`src/rtl/hitbox_scheduler.sv`:
```
// Shared collision-checker scheduler: scans all hitbox pairs once per
// frame and publishes the results together as one coherent vector.
module hitbox_scheduler #(
  parameter int N_PAIRS  = 6,
  parameter int COLL_LAT = 1,
  localparam int IDX_W   = $clog2(N_PAIRS)
) (
  input  logic               clk_i,
  input  logic               rst_ni,
  input  logic               start_i,
  output logic [IDX_W-1:0]   pair_idx_o,
  output logic               pair_vld_o,
  input  logic               coll_i,
  output logic [N_PAIRS-1:0] colls_o,
  output logic               colls_vld_o,
  output logic               busy_o,
  output logic               overrun_o
);

  typedef enum logic [1:0] {
    IDLE,
    ISSUE,
    DRAIN,
    DONE
  } state_t;

  localparam logic [IDX_W-1:0] IDX_LAST = IDX_W'(N_PAIRS - 1);
  localparam logic [2:0] DRAIN_LAST =
    (COLL_LAT > 0) ? 3'(COLL_LAT - 1) : 3'd0;

  state_t             state;
  logic [2:0]         drain_cnt;
  logic [N_PAIRS-1:0] shadow;
  logic [N_PAIRS-1:0] shadow_nxt;
  logic               samp_vld;
  logic [IDX_W-1:0]   samp_idx;

  // Delay the issued pair by the checker latency so the returning
  // result lands in the bit of the pair that produced it.
  if (COLL_LAT == 0) begin : g_nolat
    assign samp_vld = pair_vld_o;
    assign samp_idx = pair_idx_o;
  end else begin : g_lat
    logic [COLL_LAT-1:0] vld_pipe;
    logic [IDX_W-1:0]    idx_pipe [COLL_LAT];

    // Shift register tracking in-flight checker requests.
    always_ff @(posedge clk_i) begin
      if (!rst_ni) begin
        vld_pipe <= '0;
        for (int i = 0; i < COLL_LAT; i++) begin
          idx_pipe[i] <= '0;
        end
      end else begin
        vld_pipe[0] <= pair_vld_o;
        idx_pipe[0] <= pair_idx_o;
        for (int i = 1; i < COLL_LAT; i++) begin
          vld_pipe[i] <= vld_pipe[i-1];
          idx_pipe[i] <= idx_pipe[i-1];
        end
      end
    end

    assign samp_vld = vld_pipe[COLL_LAT-1];
    assign samp_idx = idx_pipe[COLL_LAT-1];
  end

  // Merge this cycle's checker result so the final sample of a scan
  // can be published on the same edge it is captured.
  always_comb begin
    shadow_nxt = shadow;
    if (samp_vld) begin
      shadow_nxt[samp_idx] = coll_i;
    end
  end

  // Scan sequencer with registered outputs.
  always_ff @(posedge clk_i) begin
    if (!rst_ni) begin
      state       <= IDLE;
      drain_cnt   <= '0;
      shadow      <= '0;
      pair_idx_o  <= '0;
      pair_vld_o  <= 1'b0;
      colls_o     <= '0;
      colls_vld_o <= 1'b0;
      busy_o      <= 1'b0;
      overrun_o   <= 1'b0;
    end else begin
      shadow      <= shadow_nxt;
      colls_vld_o <= 1'b0;
      if (start_i && busy_o) begin
        overrun_o <= 1'b1;
      end
      unique case (state)
        IDLE, DONE: begin
          if (start_i) begin
            state      <= ISSUE;
            pair_idx_o <= '0;
            pair_vld_o <= 1'b1;
            busy_o     <= 1'b1;
          end else begin
            state <= IDLE;
          end
        end
        ISSUE: begin
          if (pair_idx_o == IDX_LAST) begin
            pair_vld_o <= 1'b0;
            if (COLL_LAT == 0) begin
              state       <= DONE;
              pair_idx_o  <= '0;
              colls_o     <= shadow_nxt;
              colls_vld_o <= 1'b1;
              busy_o      <= 1'b0;
            end else begin
              state     <= DRAIN;
              drain_cnt <= '0;
            end
          end else begin
            pair_idx_o <= pair_idx_o + IDX_W'(1);
          end
        end
        DRAIN: begin
          if (drain_cnt == DRAIN_LAST) begin
            state       <= DONE;
            pair_idx_o  <= '0;
            colls_o     <= shadow_nxt;
            colls_vld_o <= 1'b1;
            busy_o      <= 1'b0;
          end else begin
            drain_cnt <= drain_cnt + 3'd1;
          end
        end
        default: state <= IDLE;
      endcase
    end
  end

endmodule

```
`config.mk`:
```
export PLATFORM = sky130hd
export DESIGN_NAME = hitbox_scheduler
export DESIGN_NICKNAME = d
export VERILOG_FILES = /design/src/rtl/hitbox_scheduler.sv
export SDC_FILE = /design/constraint.sdc
export NUM_CORES = 1
export LEC_CHECK = 0
export BUFFER_PORTS_ARGS = -buffer_cell sky130_fd_sc_hd__buf_2
export CORE_ASPECT_RATIO = 0.75
export CORE_MARGIN = 5
export CORE_UTILIZATION = 35
export DETAILED_ROUTE_END_ITERATION = 12
export PLACE_DENSITY_LB_ADDON = 0.3
export RECOVER_POWER = 25
export REMOVE_ABC_BUFFERS = 1
export SYNTH_ARGS = -nofsm -noshare
export SYNTH_HDL_FRONTEND = slang
export SYNTH_SLANG_ARGS = --single-unit
export TNS_END_PERCENT = 5
```
`constraint.sdc`:
```
create_clock -name clk_i -period 3.6 [get_ports clk_i]
set_input_delay 0.36 -clock clk_i [delete_from_list [all_inputs] [get_ports clk_i]]
set_output_delay 0.36 -clock clk_i [all_outputs]
set_load 0.01 [all_outputs]
```
==> flow_metrics.py <==
metrics = {
    "sta": {
        "hold_viol": 0,
        "setup_tns_ns": 0,
        "max_freq_ghz": 0.567,
        "layout_setup_ws_ns": 1.84,
        "fin_worst_skew_ns": 0.00330,
        "rsz0062_at_grt": "false",
        "drv_slew": 0,
        "slew_headroom_pct": 57.5,
        "setup_violations": 0,
        "tightest_slew_ns": 0.638,
        "period_share_pct": 49.0,
        "period_needed_ns": 1.76,
        "hold_slack_ns": 0.357,
    },
    "grt": {
        "grt_max_degree": 18,
        "grt_pass1_wl_um": 4010,
        "met1_usage_pct": 15.7,
        "antenna_found_initial": 0,
        "grt_pass1_vias": 852,
        "grt.total_usage_pct": 10.6,
        "grt_util_met3_pct": 3.71,
        "grtUsageMet2_pct": 14.7,
        "grt.busiest_layer": "met1",
        "grt-ovfl-total": 0,
    },
    "clock_network": {
        "h-tree-depth": 1,
        "cts_buffer_depth": 2,
        "clk_pin_slew_ns": 0.10,
        "cts_setup_buffers": 0,
        "post_cts_resized": 0,
        "cts_buffers": 3,
        "holdBufCountCts": 0,
        "cts-root-buf": "clkbuf_8",
        "cts.sink_count": 28,
        "worstSkewPairLatency_ns": 0.27,
        "cts_tree": "yes",
    },
    "layout": {
        "antenna_cells": 0,
        "syn_to_final_growth_pct": 13.6,
        "seq_area_um2": 561,
        "post-route-util_pct": 41.1,
        "fin_nets": 151,
        "multi_input_area_um2": 566,
        "fillers": 333,
        "stdcell_count": 180,
        "drive_gt1_share_pct": 13.6,
    },
    "placed_design": {
        "place_ws_ns": 1.85,
        "gp_congestion": 0.735,
        "dp_hpwl_um": 1790,
        "io_buffers": 16,
        "place_inst": 176,
    },
    "power_and_ir_drop": {
        "swShare_pct": 32.5,
        "ir_worst_vdd_v": 0.000268,
        "p_seq_share_pct": 44.2,
        "pwr_density_cell_nw_per_um2": 674,
        "clockPowerShare_pct": 27.0,
        "p_comb_share_pct": 28.8,
        "switchingPower_mw": 0.296,
        "p_leak_nw": 0.567,
        "p_int_mw": 0.616,
    },
    "worst_setup_path": {
        "cp.depth": 6,
        "required_ns": 3.79,
        "rr_endpoint": "drain_cnt[1]$_SDFFE_PN0P_",
        "cp_top_family": "simple AND/OR/NAND/NOR gates",
        "path_buf_inv": 1,
        "cpPeakStageDelay_ns": 0.39,
        "cp-start-kind": "register",
        "cp_cell_sequence": "inv_1 -> ha_1 -> and3b_1 -> nor3_2 -> nand4_1 -> o31ai_1",
        "reg2reg_slack_ns": 1.84,
        "critPathKind": "reg -> reg",
        "critical_path.max_fanout": 15,
        "r2r-start": "state[0]$_SDFFE_PN0P_",
        "slowest_stage": "and3b_1",
        "r2r_cells": 6,
        "worstPathArrival_ns": 1.95,
        "end_kind": "register",
    },
    "detailed_routing": {
        "via_per_inst": 5.06,
        "dr.pass1.iters": 4,
        "drc": 0,
        "ant_nets": 0,
        "vias": 911,
        "wl_um": 2390,
        "drt_iter0_drc": 60,
        "wl_per_cell_um": 13.3,
    },
    "die": {
        "dieArea_um2": 4680,
        "initial_core_util_pct": 36.2,
        "pin_count": 17,
        "fp.coreArea_um2": 3290,
        "die_y_um": 60.5,
        "die_w_um": 77.4,
        "fp-row-count": 18,
    },
    "synthesis": {
        "yosys_warnings": 0,
        "synth_area_per_cell_um2": 9.53,
        "synth_top_cell_area_share_pct": 47.1,
        "ys.flop_type": "dfxtp_1",
        "yosys-top-cells-area": "dfxtp_1 47%, ha_1 6.3%, mux2i_1 5.0%, a21oi_1 4.6%, nor2_1 4.4%",
        "synthCells": 125,
        "synthTopCellsByCount": "28 x dfxtp_1, 14 x nor2_1, 11 x a21oi_1",
        "synth-seq-cells": 28,
        "synth_edf_count": 0,
        "synth_top_cell_by_area": "dfxtp_1",
        "seq_area_frac_synth_pct": 47.1,
        "async_flop_share_pct": 0,
        "synth.most_common_cell": "dfxtp_1",
        "yosysUniqueCellTypes": 30,
        "syn_area_um2": 1190,
    },
    "worst_hold_path": {
        "hp-class": "in -> reg",
        "holdPathStages": 3,
        "worstHoldStart": "start_i",
        "hold_path_end": "overrun_o$_SDFFE_PN0P_",
    },
    "outcome": {
        "status": "complete, no violations",
    },
    "flow_run": {
        "cap_violations": 0,
    },
}
==> worst register-to-register path, cell delays in order (launching register included) <==
cell and delay, ns:
dfxtp_1 0.37, inv_1 0.05, ha_1 0.30, and3b_1 0.39, nor3_2 0.34, nand4_1 0.13
o31ai_1 0.10
==> cell type report <==
class | count | area share, %
clock buffer | 3 | 3.05
clock inverter | 1 | 2.22
tap | 40 | 3.70
multi-input combinational | 84 | 41.8
sequential | 28 | 41.4
timing repair buffer | 16 | 5.55
inverter | 8 | 2.22
==> placed cells by master (no fill, tap or decap), types with 5 or more instances in the layout <==
cell,count
a21oi_1,11
and2_1,5
buf_2,12
dfxtp_1,28
ha_1,6
inv_1,8
mux2i_1,6
nand2_1,7
nor2_1,14
o21ai_0,8
==> worst max-delay path by stage <==
stage / endpoint / startpoint / slack, ns
after floorplan: drain_cnt[2]$_SDFFE_PN0P_ / state[0]$_SDFFE_PN0P_ / 2.02
after global placement: drain_cnt[1]$_SDFFE_PN0P_ / state[0]$_SDFFE_PN0P_ / 1.94
after detailed placement: drain_cnt[2]$_SDFFE_PN0P_ / state[0]$_SDFFE_PN0P_ / 1.85
after CTS: drain_cnt[2]$_SDFFE_PN0P_ / state[0]$_SDFFE_PN0P_ / 1.84
after global routing: pair_idx_o[1]$_SDFFE_PN0P_ / state[0]$_SDFFE_PN0P_ / 1.67
final: drain_cnt[1]$_SDFFE_PN0P_ / state[0]$_SDFFE_PN0P_ / 1.84
==> cell families after synthesis <==
family / Yosys count / share of synthesized area [%]
and+or+nand+nor: 43 / 21.3
AOI/OAI and AO/OA: 28 / 14.1
DFF: 28 / 47.1
buffers and inverters: 13 / 5.46
muxes: 6 / 5.04
adders and majority gates: 6 / 6.30
xor gates and xnor gates: 1 / 0.735
==> sequential cells by signal, indices dropped and copies added (netlist names) <==
| register | cells |
|---|---|
| colls_vld_o | 1 |
| g_lat.vld_pipe | 1 |
| drain_cnt | 3 |
| g_lat.idx_pipe | 3 |
| colls_o | 6 |
| busy_o | 1 |
| state | 2 |
| shadow | 6 |
| pair_vld_o | 1 |
| pair_idx_o | 3 |
| overrun_o | 1 |
==> stage by stage <==
| stage | area, um^2 | total power [mW] |
|---|---|---|
| 2_1_floorplan | 1160 | 0.586 |
| 3_3_place_gp | 1290 | 0.667 |
| 3_5_place_dp | 1290 | 0.677 |
| 4_1_cts | 1360 | 0.926 |
| 5_1_grt | 1350 | 0.972 |
| 6_report | 1350 | 0.912 |
==> routing by layer <==
metal,routed length (um),vias up
met2,942,29
met4,18,0
met5,0,-
met1,1280,419
li1,-,461
met3,146,2
==> power groups by stage <==
stage,sequential [mW],clock (mW),combinational [mW]
after global routing,0.412,0.264,0.296
after global placement,0.406,0,0.261
after detailed placement,0.409,0,0.269
final,0.403,0.246,0.263
after CTS,0.403,0.254,0.269
after floorplan,0.422,0,0.164
No activity file was read; power rests on OpenSTA's default activity.
